--- config.mk ---
export PLATFORM = sky130hd
export DESIGN_NAME = line_fill_ctrl
export DESIGN_NICKNAME = d
export VERILOG_FILES = /design/src/rtl/fill_pkg.sv /design/src/rtl/wrap_counter.sv /design/src/rtl/line_fill_ctrl.sv
export SDC_FILE = /design/constraint.sdc
export NUM_CORES = 1
export LEC_CHECK = 0
export CORE_MARGIN = 2
export CORE_UTILIZATION = 25
export DETAILED_ROUTE_END_ITERATION = 10
export GPL_ROUTABILITY_DRIVEN = 1
export PLACE_DENSITY = 0.49
export RECOVER_POWER = 100
export SLEW_MARGIN = 20
export SYNTH_ARGS = -nofsm -noshare
export SYNTH_HDL_FRONTEND = slang
export SYNTH_SLANG_ARGS = --single-unit
--- constraint.sdc ---
create_clock -name clk -period 3.25 [get_ports clk]
set_input_delay 0.65 -clock clk [delete_from_list [all_inputs] [get_ports clk]]
set_output_delay 0.65 -clock clk [all_outputs]
set_load 0.01 [all_outputs]
--- src/rtl/fill_pkg.sv ---
// Shared types for the cache-line fill sequencer.
package fill_pkg;

    // Fill sequencer states
    typedef enum logic [1:0] {
        IDLE  = 2'b00,
        ISSUE = 2'b01,
        WAIT  = 2'b10,
        DONE  = 2'b11
    } t_fill_state;

    // Number of address bits needed to select a byte within a word
    function automatic int unsigned byte_offset_bits(input int unsigned data_width);
        return $clog2(data_width / 8);
    endfunction

endpackage

--- src/rtl/wrap_counter.sv ---
// Loadable up-counter that wraps modulo 2^WIDTH; tracks the current line word offset.
module wrap_counter #(
    parameter int unsigned WIDTH = 4
) (
    input  logic             clk,
    input  logic             arst,
    input  logic             load,
    input  logic [WIDTH-1:0] load_val,
    input  logic             inc,
    output logic [WIDTH-1:0] count
);

    // Load has priority over increment; natural overflow gives the wrap
    always_ff @(posedge clk) begin
        if (arst) begin
            count <= '0;
        end else if (load) begin
            count <= load_val;
        end else if (inc) begin
            count <= count + WIDTH'(1);
        end
    end

endmodule

--- src/rtl/line_fill_ctrl.sv ---
// Cache-line fill sequencer: one single-word read at a time, critical word first
// with wrap-around, assembling returned words into a line buffer.
module line_fill_ctrl
    import fill_pkg::*;
#(
    parameter int unsigned AXI_ADDR_WIDTH = 64,
    parameter int unsigned AXI_DATA_WIDTH = 32,
    parameter int unsigned WORDS_PER_LINE = 16
) (
    input  logic                                     clk,
    input  logic                                     arst,
    input  logic                                     i_fill_req,
    input  logic [AXI_ADDR_WIDTH-1:0]                i_fill_addr,
    output logic                                     o_fill_busy,
    output logic                                     o_fill_done,
    output logic                                     o_fill_fault,
    output logic [WORDS_PER_LINE*AXI_DATA_WIDTH-1:0] o_line,
    output logic [AXI_ADDR_WIDTH-1:0]                o_line_addr,
    output logic                                     o_crit_valid,
    output logic [AXI_DATA_WIDTH-1:0]                o_crit_word,
    output logic [AXI_ADDR_WIDTH-1:0]                o_rd_addr,
    output logic                                     o_rd_start,
    input  logic [AXI_DATA_WIDTH-1:0]                i_rd_data,
    input  logic                                     i_rd_done,
    input  logic                                     i_rd_fault
);

    localparam int unsigned BOB = byte_offset_bits(AXI_DATA_WIDTH);
    localparam int unsigned WOB = $clog2(WORDS_PER_LINE);
    localparam logic [AXI_ADDR_WIDTH-1:0] LINE_MASK =
        ~((AXI_ADDR_WIDTH'(1) << (BOB + WOB)) - AXI_ADDR_WIDTH'(1));
    localparam logic [AXI_ADDR_WIDTH-1:0] WORD_MASK =
        ~((AXI_ADDR_WIDTH'(1) << BOB) - AXI_ADDR_WIDTH'(1));
    localparam logic [WOB-1:0] LAST_CNT = WOB'(WORDS_PER_LINE - 1);

    t_fill_state    state;
    t_fill_state    next_state;
    logic [WOB-1:0] off;
    logic [WOB-1:0] next_off;
    logic [WOB-1:0] cnt;
    logic           fault;
    logic           accept;
    logic           rd_accept;
    logic           advance;

    assign next_off = off + WOB'(1);

    // Word offset within the line, loaded with the critical word on accept
    wrap_counter #(
        .WIDTH (WOB)
    ) u_off (
        .clk      (clk),
        .arst     (arst),
        .load     (accept),
        .load_val (i_fill_addr[BOB+WOB-1:BOB]),
        .inc      (advance),
        .count    (off)
    );

    // State register
    always_ff @(posedge clk) begin
        if (arst) begin
            state <= IDLE;
        end else begin
            state <= next_state;
        end
    end

    // Next-state and transition strobes
    always_comb begin
        next_state = state;
        accept     = 1'b0;
        rd_accept  = 1'b0;
        advance    = 1'b0;
        case (state)
            IDLE: begin
                if (i_fill_req) begin
                    accept     = 1'b1;
                    next_state = ISSUE;
                end
            end
            ISSUE: begin
                next_state = WAIT;
            end
            WAIT: begin
                if (i_rd_done) begin
                    rd_accept = 1'b1;
                    if (i_rd_fault || (cnt == LAST_CNT)) begin
                        next_state = DONE;
                    end else begin
                        advance    = 1'b1;
                        next_state = ISSUE;
                    end
                end
            end
            DONE: begin
                next_state = IDLE;
            end
            default: begin
                next_state = IDLE;
            end
        endcase
    end

    // Datapath and registered outputs, derived from the upcoming state
    always_ff @(posedge clk) begin
        if (arst) begin
            cnt          <= '0;
            fault        <= 1'b0;
            o_fill_busy  <= 1'b0;
            o_fill_done  <= 1'b0;
            o_fill_fault <= 1'b0;
            o_line       <= '0;
            o_line_addr  <= '0;
            o_crit_valid <= 1'b0;
            o_crit_word  <= '0;
            o_rd_addr    <= '0;
            o_rd_start   <= 1'b0;
        end else begin
            o_rd_start   <= (next_state == ISSUE);
            o_fill_busy  <= (next_state != IDLE);
            o_fill_done  <= (next_state == DONE);
            o_fill_fault <= (next_state == DONE) && (fault || (rd_accept && i_rd_fault));
            o_crit_valid <= rd_accept && (cnt == '0);

            if (accept) begin
                o_line_addr <= i_fill_addr & LINE_MASK;
                o_rd_addr   <= i_fill_addr & WORD_MASK;
                cnt         <= '0;
                fault       <= 1'b0;
            end

            if (rd_accept) begin
                for (int i = 0; i < int'(WORDS_PER_LINE); i++) begin
                    if (off == WOB'(i)) begin
                        o_line[i*AXI_DATA_WIDTH +: AXI_DATA_WIDTH] <= i_rd_data;
                    end
                end
                if (cnt == '0) begin
                    o_crit_word <= i_rd_data;
                end
                if (i_rd_fault) begin
                    fault <= 1'b1;
                end
            end

            // Line base has zero low bits, so OR-ing in the offset forms the address
            if (advance) begin
                cnt       <= cnt + WOB'(1);
                o_rd_addr <= o_line_addr | (AXI_ADDR_WIDTH'(next_off) << BOB);
            end
        end
    end

endmodule

# Word level (Yosys, flattened, before mapping)
# Index checks and enable logic that the tools add are counted.
[word_totals]
elab_cells = 99
ff_bits = 682
in_bits = 101
output_inout_bits = 677
[op_classes]
n_reduce_logical = 27
n_bitwise = 1
n_eq_ne = 21
n_mux = 20
add_sub_neg = 2
[op_table]
columns = ["operator", "n"]
rows = [
  ["64-bit 2-to-1 mux", 2],
  ["64-bit by 6-bit bitwise OR with 64-bit output", 1],
  ["4-bit equality test (second input constant)", 9],
  ["2-bit AND reduction", 17],
  ["4-bit by 3-bit equality test with 1-bit output (second input constant)", 4],
  ["4-bit 2-to-1 mux", 4],
  ["1-bit 2-to-1 mux", 10],
  ["4-bit by 1-bit adder with 4-bit output (second input constant)", 2],
  ["4-bit by 2-bit equality test with 1-bit output (second input constant)", 2],
  ["4-bit logical NOT", 2],
  ["2-bit case mux with 4 select lines", 1],
  ["2-bit equality test (second input constant)", 3],
  ["2-bit 2-to-1 mux", 3],
  ["2-bit by 1-bit equality test with 1-bit output (second input constant)", 2],
  ["4-bit by 1-bit equality test with 1-bit output (second input constant)", 1],
  ["2-bit nonzero test", 2],
  ["1-bit logical AND", 3],
  ["2-bit logical NOT", 1],
  ["1-bit logical OR", 2],
]

# Longest topological paths before layout
[depth]
word_depth = 7
mapped_depth = 8
depth_no_buf = 6

# Cells and area by module
# Synthesis repeated with hierarchy kept, for this count alone.
[unflattened]
cells_unflattened = 2689
area_unflattened_um2 = 25679.6
[by_module_without_submodules]
columns = ["mod", "instances", "area_each_um2", "cells_per_inst", "seq_area_each_um2"]
rows = [
  ["line_fill_ctrl", 1, 25474.4, 2667, 13533.0],
  ["wrap_counter", 1, 205.2, 22, 80.1],
]

# Worst setup path after synthesis
# Ideal clock, no wire load.
[synth_timing]
kind = "input -> register"
start = "in arst"
end = "reg o_line[100]"
setup_slack_ns = 1.415
t_arrival_ns = 1.702
required_ns = 3.118
path_stages = 5
setup_ns = 0.132
path_buffers = 4
path_cell_list = "clkbuf_1 > buf_2 > clkbuf_1 > clkbuf_1 > a21oi_1"
[synth_lines]
columns = ["element", "line", "text"]
rows = [
  ["start, declared", "line_fill_ctrl.sv:11", "input logic arst,"],
  ["end signal, assigned by index", "line_fill_ctrl.sv:136", "o_line[i*AXI_DATA_WIDTH +: AXI_DATA_WIDTH] <= i_rd_data;"],
  ["end, declared", "line_fill_ctrl.sv:17", "output logic [WORDS_PER_LINE*AXI_DATA_WIDTH-1:0] o_line,"],
]
# No word-level cell between the ends.

# Final worst setup path
[layout_timing]
start = "in i_rd_done"
end = "reg o_line[165]"
[layout_via]
elab_chain_len = 3
[layout_lines]
columns = ["element", "line", "text"]
rows = [
  ["start, declared", "line_fill_ctrl.sv:24", "input logic i_rd_done,"],
  ["1-bit 2-to-1 mux", "line_fill_ctrl.sv:86", "if (i_rd_done) begin"],
  ["1-bit 2-to-1 mux", "line_fill_ctrl.sv:75", "case (state)"],
  ["2-bit AND reduction (no line)", "--", ""],
]
# No other way between the ends.
# A chain may end at the register's enable or synchronous reset.

==> out/metrics.csv <==
stage;metric;value;unit
outcome;status;complete, no violations;
synthesis;area leader, netlist;dfxtp_1;
final_layout;layout cells sized above 1;0.0622;
placement;DP HPWL;71500;um
floorplan;IO Count;778;
synthesis;most common cell in the synthesized netlist;nand2_1;
final_layout;Area growth, synth to finish;48.4;%
power;internal power;14400;uW
placement;Setup WS pre-CTS;0.447;ns
worst_setup_path;worst-path cell with the longest stage delay;dlygate4sd3_1;
global_routing;initial antenna violation count;4;
worst_setup_path;crit end category;flop;
floorplan;Die ar.;98600;sq um
worst_setup_path;slowest stage delay, CP;0.70;ns
synthesis;top post-synthesis cells by count;1271 x nand2_1, 680 x dfxtp_1, 606 x a21oi_1, 226 x clkbuf_1, 77 x nor2_1;
detailed_routing;antenna viol nets, final;0;
worst_setup_path;sequence of cells on the critical path;dlygate4sd3_1 > and3b_1 > nand3_1 > clkbuf_2 > nand2_1 > a21oi_1;
placement;GP Congestion;0.782;
sta;post-route setup TNS;0;ns
final_layout;layout net count;3827;
power;clock share of power;0.482;
worst_setup_path;crit path DAT;3.23;ns
sta;Least-Margin Pin Slew;1.44;ns
worst_setup_path;Worst R2R Path Depth;8;
worst_setup_path;CP bufs+invs;2;
synthesis;cell area after synthesis;24000;sq um
global_routing;GRT Total Usage;0.211;
synthesis;register bit count reported by yosys;680;
sta;crit share post-route;0.839;
detailed_routing;Avg Vias per Cell;4.57;
global_routing;M2 GR Usage;0.363;
clock_network;Setup Fix Bufs, Post-CTS;0;
synthesis;Synth Flop Type;dfxtp_1;
worst_setup_path;CP Depth;6;
floorplan;row cnt;113;
sta;post-layout min period;2.73;ns
synthesis;async set-or-reset flop fraction in the synthesized netlist;0;
synthesis;number of flops mapped to enable cells by yosys;0;
sta;Rel. slew slack;0.0405;
global_routing;pin count of the biggest net entering global routing;110;
detailed_routing;initial drt markers;1687;
power;worst ir drop on vdd;345;uV
sta;final setup vio count;0;
synthesis;synthesized area per cell;7.80;sq um
worst_setup_path;delay-heaviest family, CP;buffers and inverters;
floorplan;Initial Util;0.252;
global_routing;met1 usage;0.249;
floorplan;Die X;314;um
power;Net Sw Power;4610;uW
worst_setup_path;worst setup path class;primary input to flop;
min_path;worst min path class;primary input to flop;
sta;Layout Skew;0.0187;ns
sta;final hold violation count;0;
clock_network;Max clock buf depth;3;
sta;unrepaired setup endpoints after global routing;false;
floorplan;core area;95200;sq um
global_routing;met3 usage;0.0670;
synthesis;yosys warns;0;
detailed_routing;via count;23100;
final_layout;Finished Core Util;0.375;
run;Max Cap Viol;0;
clock_network;CTS tree;built;
worst_setup_path;crit-path max FO;32;
power;sequential share of power;0.451;
detailed_routing;drt wl/cell;21.4;um
synthesis;largest cells by area after synthesis;dfxtp_1 57%, nand2_1 20%, a21oi_1 13%;
clock_network;post-cts hold buffer count;0;
clock_network;Worst-Skew Late Latency;0.65;ns
final_layout;number of fillers in the final layout;9826;
power;Gate power share;0.067;
power;power density cells;533;nW/um^2
sta;Worst Hold Slack;0.346;ns
sta;Achievable Freq;367;MHz
synthesis;Synth Area in XOR/XNOR;0.000729;
clock_network;clock slew at reported path FFs;0.06;ns
global_routing;total gr overflow;0;
power;leakage;0.0141;uW
synthesis;multiplexer share of the synthesized area;0;
sta;Worst Setup Slack, final;0.522;ns
synthesis;Post-Synthesis Cells;3081;
clock_network;H-tree levels;3;
detailed_routing;DR DRC count;0;
placement;port buffer count;767;
detailed_routing;final wirelength;108000;um
min_path;hold depth;2;
synthesis;post-synthesis compound-gate area fraction;0.151;
clock_network;CTS resizes;0;
sta;max-slew violations;0;
detailed_routing;drt pass-1 iters;7;
synthesis;Post-Synth Adder-Cell Area;0.00313;
worst_setup_path;crit start category;primary input;
synthesis;Synth top area share;0.567;
synthesis;Synth Area in Simple Gates;0.227;
global_routing;global-route wire length before repair;155000;um
global_routing;vias in the first global route;21600;
worst_setup_path;Reg2Reg Setup Slack;0.67;ns
synthesis;synth unique cells;38;
global_routing;GRT Max-Usage Layer;met2;
synthesis;post-synthesis sequential area ratio;0.567;
worst_setup_path;Worst Path Required;3.75;ns
clock_network;Root Driver;clkbuf_16;
clock_network;TritonCTS Buffers;80;
synthesis;largest family of logic cells by synthesized area;simple AND/OR/NAND/NOR gates;
floorplan;die height;314;um
clock_network;Sink Count;680;
power;Sw Ratio;0.243;
-- area by class of cell --
type                    instances  area [sq um]  area share
multi-input cells            2106          9320       0.261
repair buffers                846          8440       0.237
diodes                          2          5.00    0.000140
inverters                       6          22.5    0.000632
clock buffers                 122          2500      0.0700
well taps                    1265          1580      0.0444
flip-flops and latches        680         13600       0.382
clock inverters                20           170     0.00477
-- path summary, 6_finish.rpt --
check | start | to
worst max-delay path | i_rd_done | o_line[165]
worst min register to register | o_line[277] | o_line[277]
worst max register to register | u_off.count[0] | o_line[142]
worst min-delay path | arst | state[0]
-- flip-flops by register name, summed over array words and instances, names as in the netlist, 2 cells and up --
signal,flops
o_line_addr,58
u_off.count,4
cnt,4
o_line,512
state,2
o_rd_addr,62
o_crit_word,32
-- metal layers --
layer / part of all wire / routed length, um
met1: 0.40 / 43500
met2: 0.49 / 53100
met3: 0.077 / 8380
met4: 0.030 / 3290
met5: 0.00022 / 24
-- metrics by stage --
stage / cells / total power [uW] / area [sq um]
2_1_floorplan: 3088 / 9330 / 24000
3_3_place_gp: 4903 / 10100 / 33100
3_5_place_dp: 4903 / 10100 / 33100
4_1_cts: 5045 / 19300 / 35700
5_1_grt: 5045 / 19700 / 35700
6_report: 5047 / 19000 / 35700
-- cells by family (layout without fill, tap and decap cells) --
logic type / Yosys count / count (layout)
AO/OA/AOI/OAI: 676 / 676
buffers and inverters: 302 / 994
flip-flops: 680 / 680
other: 1 / 10
AND/OR/NAND/NOR: 1414 / 1414
adder cells (fa/ha/maj): 6 / 6
XOR/XNOR: 2 / 2
-- layout by cell type (no fill, tap or decap), types with 2 or more instances in the layout --
cell type,synthesis,final
nand2_1,1271,1270
dfxtp_1,680,680
dlygate4sd3_1,0,670
a21oi_1,606,606
clkdlybuf4s50_1,0,91
clkbuf_16,0,85
nor2_1,77,65
a311oi_1,58,58
buf_4,8,44
clkbuf_8,0,23
nand3_1,25,19
buf_12,0,19
clkbuf_1,226,18
clkinv_2,0,13
clkbuf_2,0,12
conb_1,1,8
nor2_2,0,7
nand4_1,7,7
inv_1,6,6
nand3_2,0,6
ha_1,6,6
nor2_4,0,5
nor2b_1,5,5
buf_2,51,5
nand4b_1,4,4
nand2b_1,4,4
o21ai_0,4,4
nor3_2,1,3
nor3b_1,3,3
inv_6,0,3
diode_2,0,2
or2_2,4,2
or2_1,0,2
and3_1,2,2
or3_1,2,2
a31oi_1,2,2
bufinv_16,0,2
-- power by group through the flow --
stage	combinational, uW	sequential (uW)	clock, uW
2_1_floorplan	507	8820	0
3_3_place_gp	1350	8760	0
3_5_place_dp	1340	8760	0
4_1_cts	1350	8580	9400
5_1_grt	1370	8590	9730
6_report	1270	8580	9150
-- worst reg2reg max path, stage by stage (launching register included) --
cell	delay, ns
dfxtp_1	0.40
inv_1	0.10
ha_1	0.22
nand4b_1	0.19
clkbuf_1	0.42
nand2b_1	0.65
buf_12	0.27
nand2_1	0.10
a21oi_1	0.15
Power figures use the tool's default switching activity.
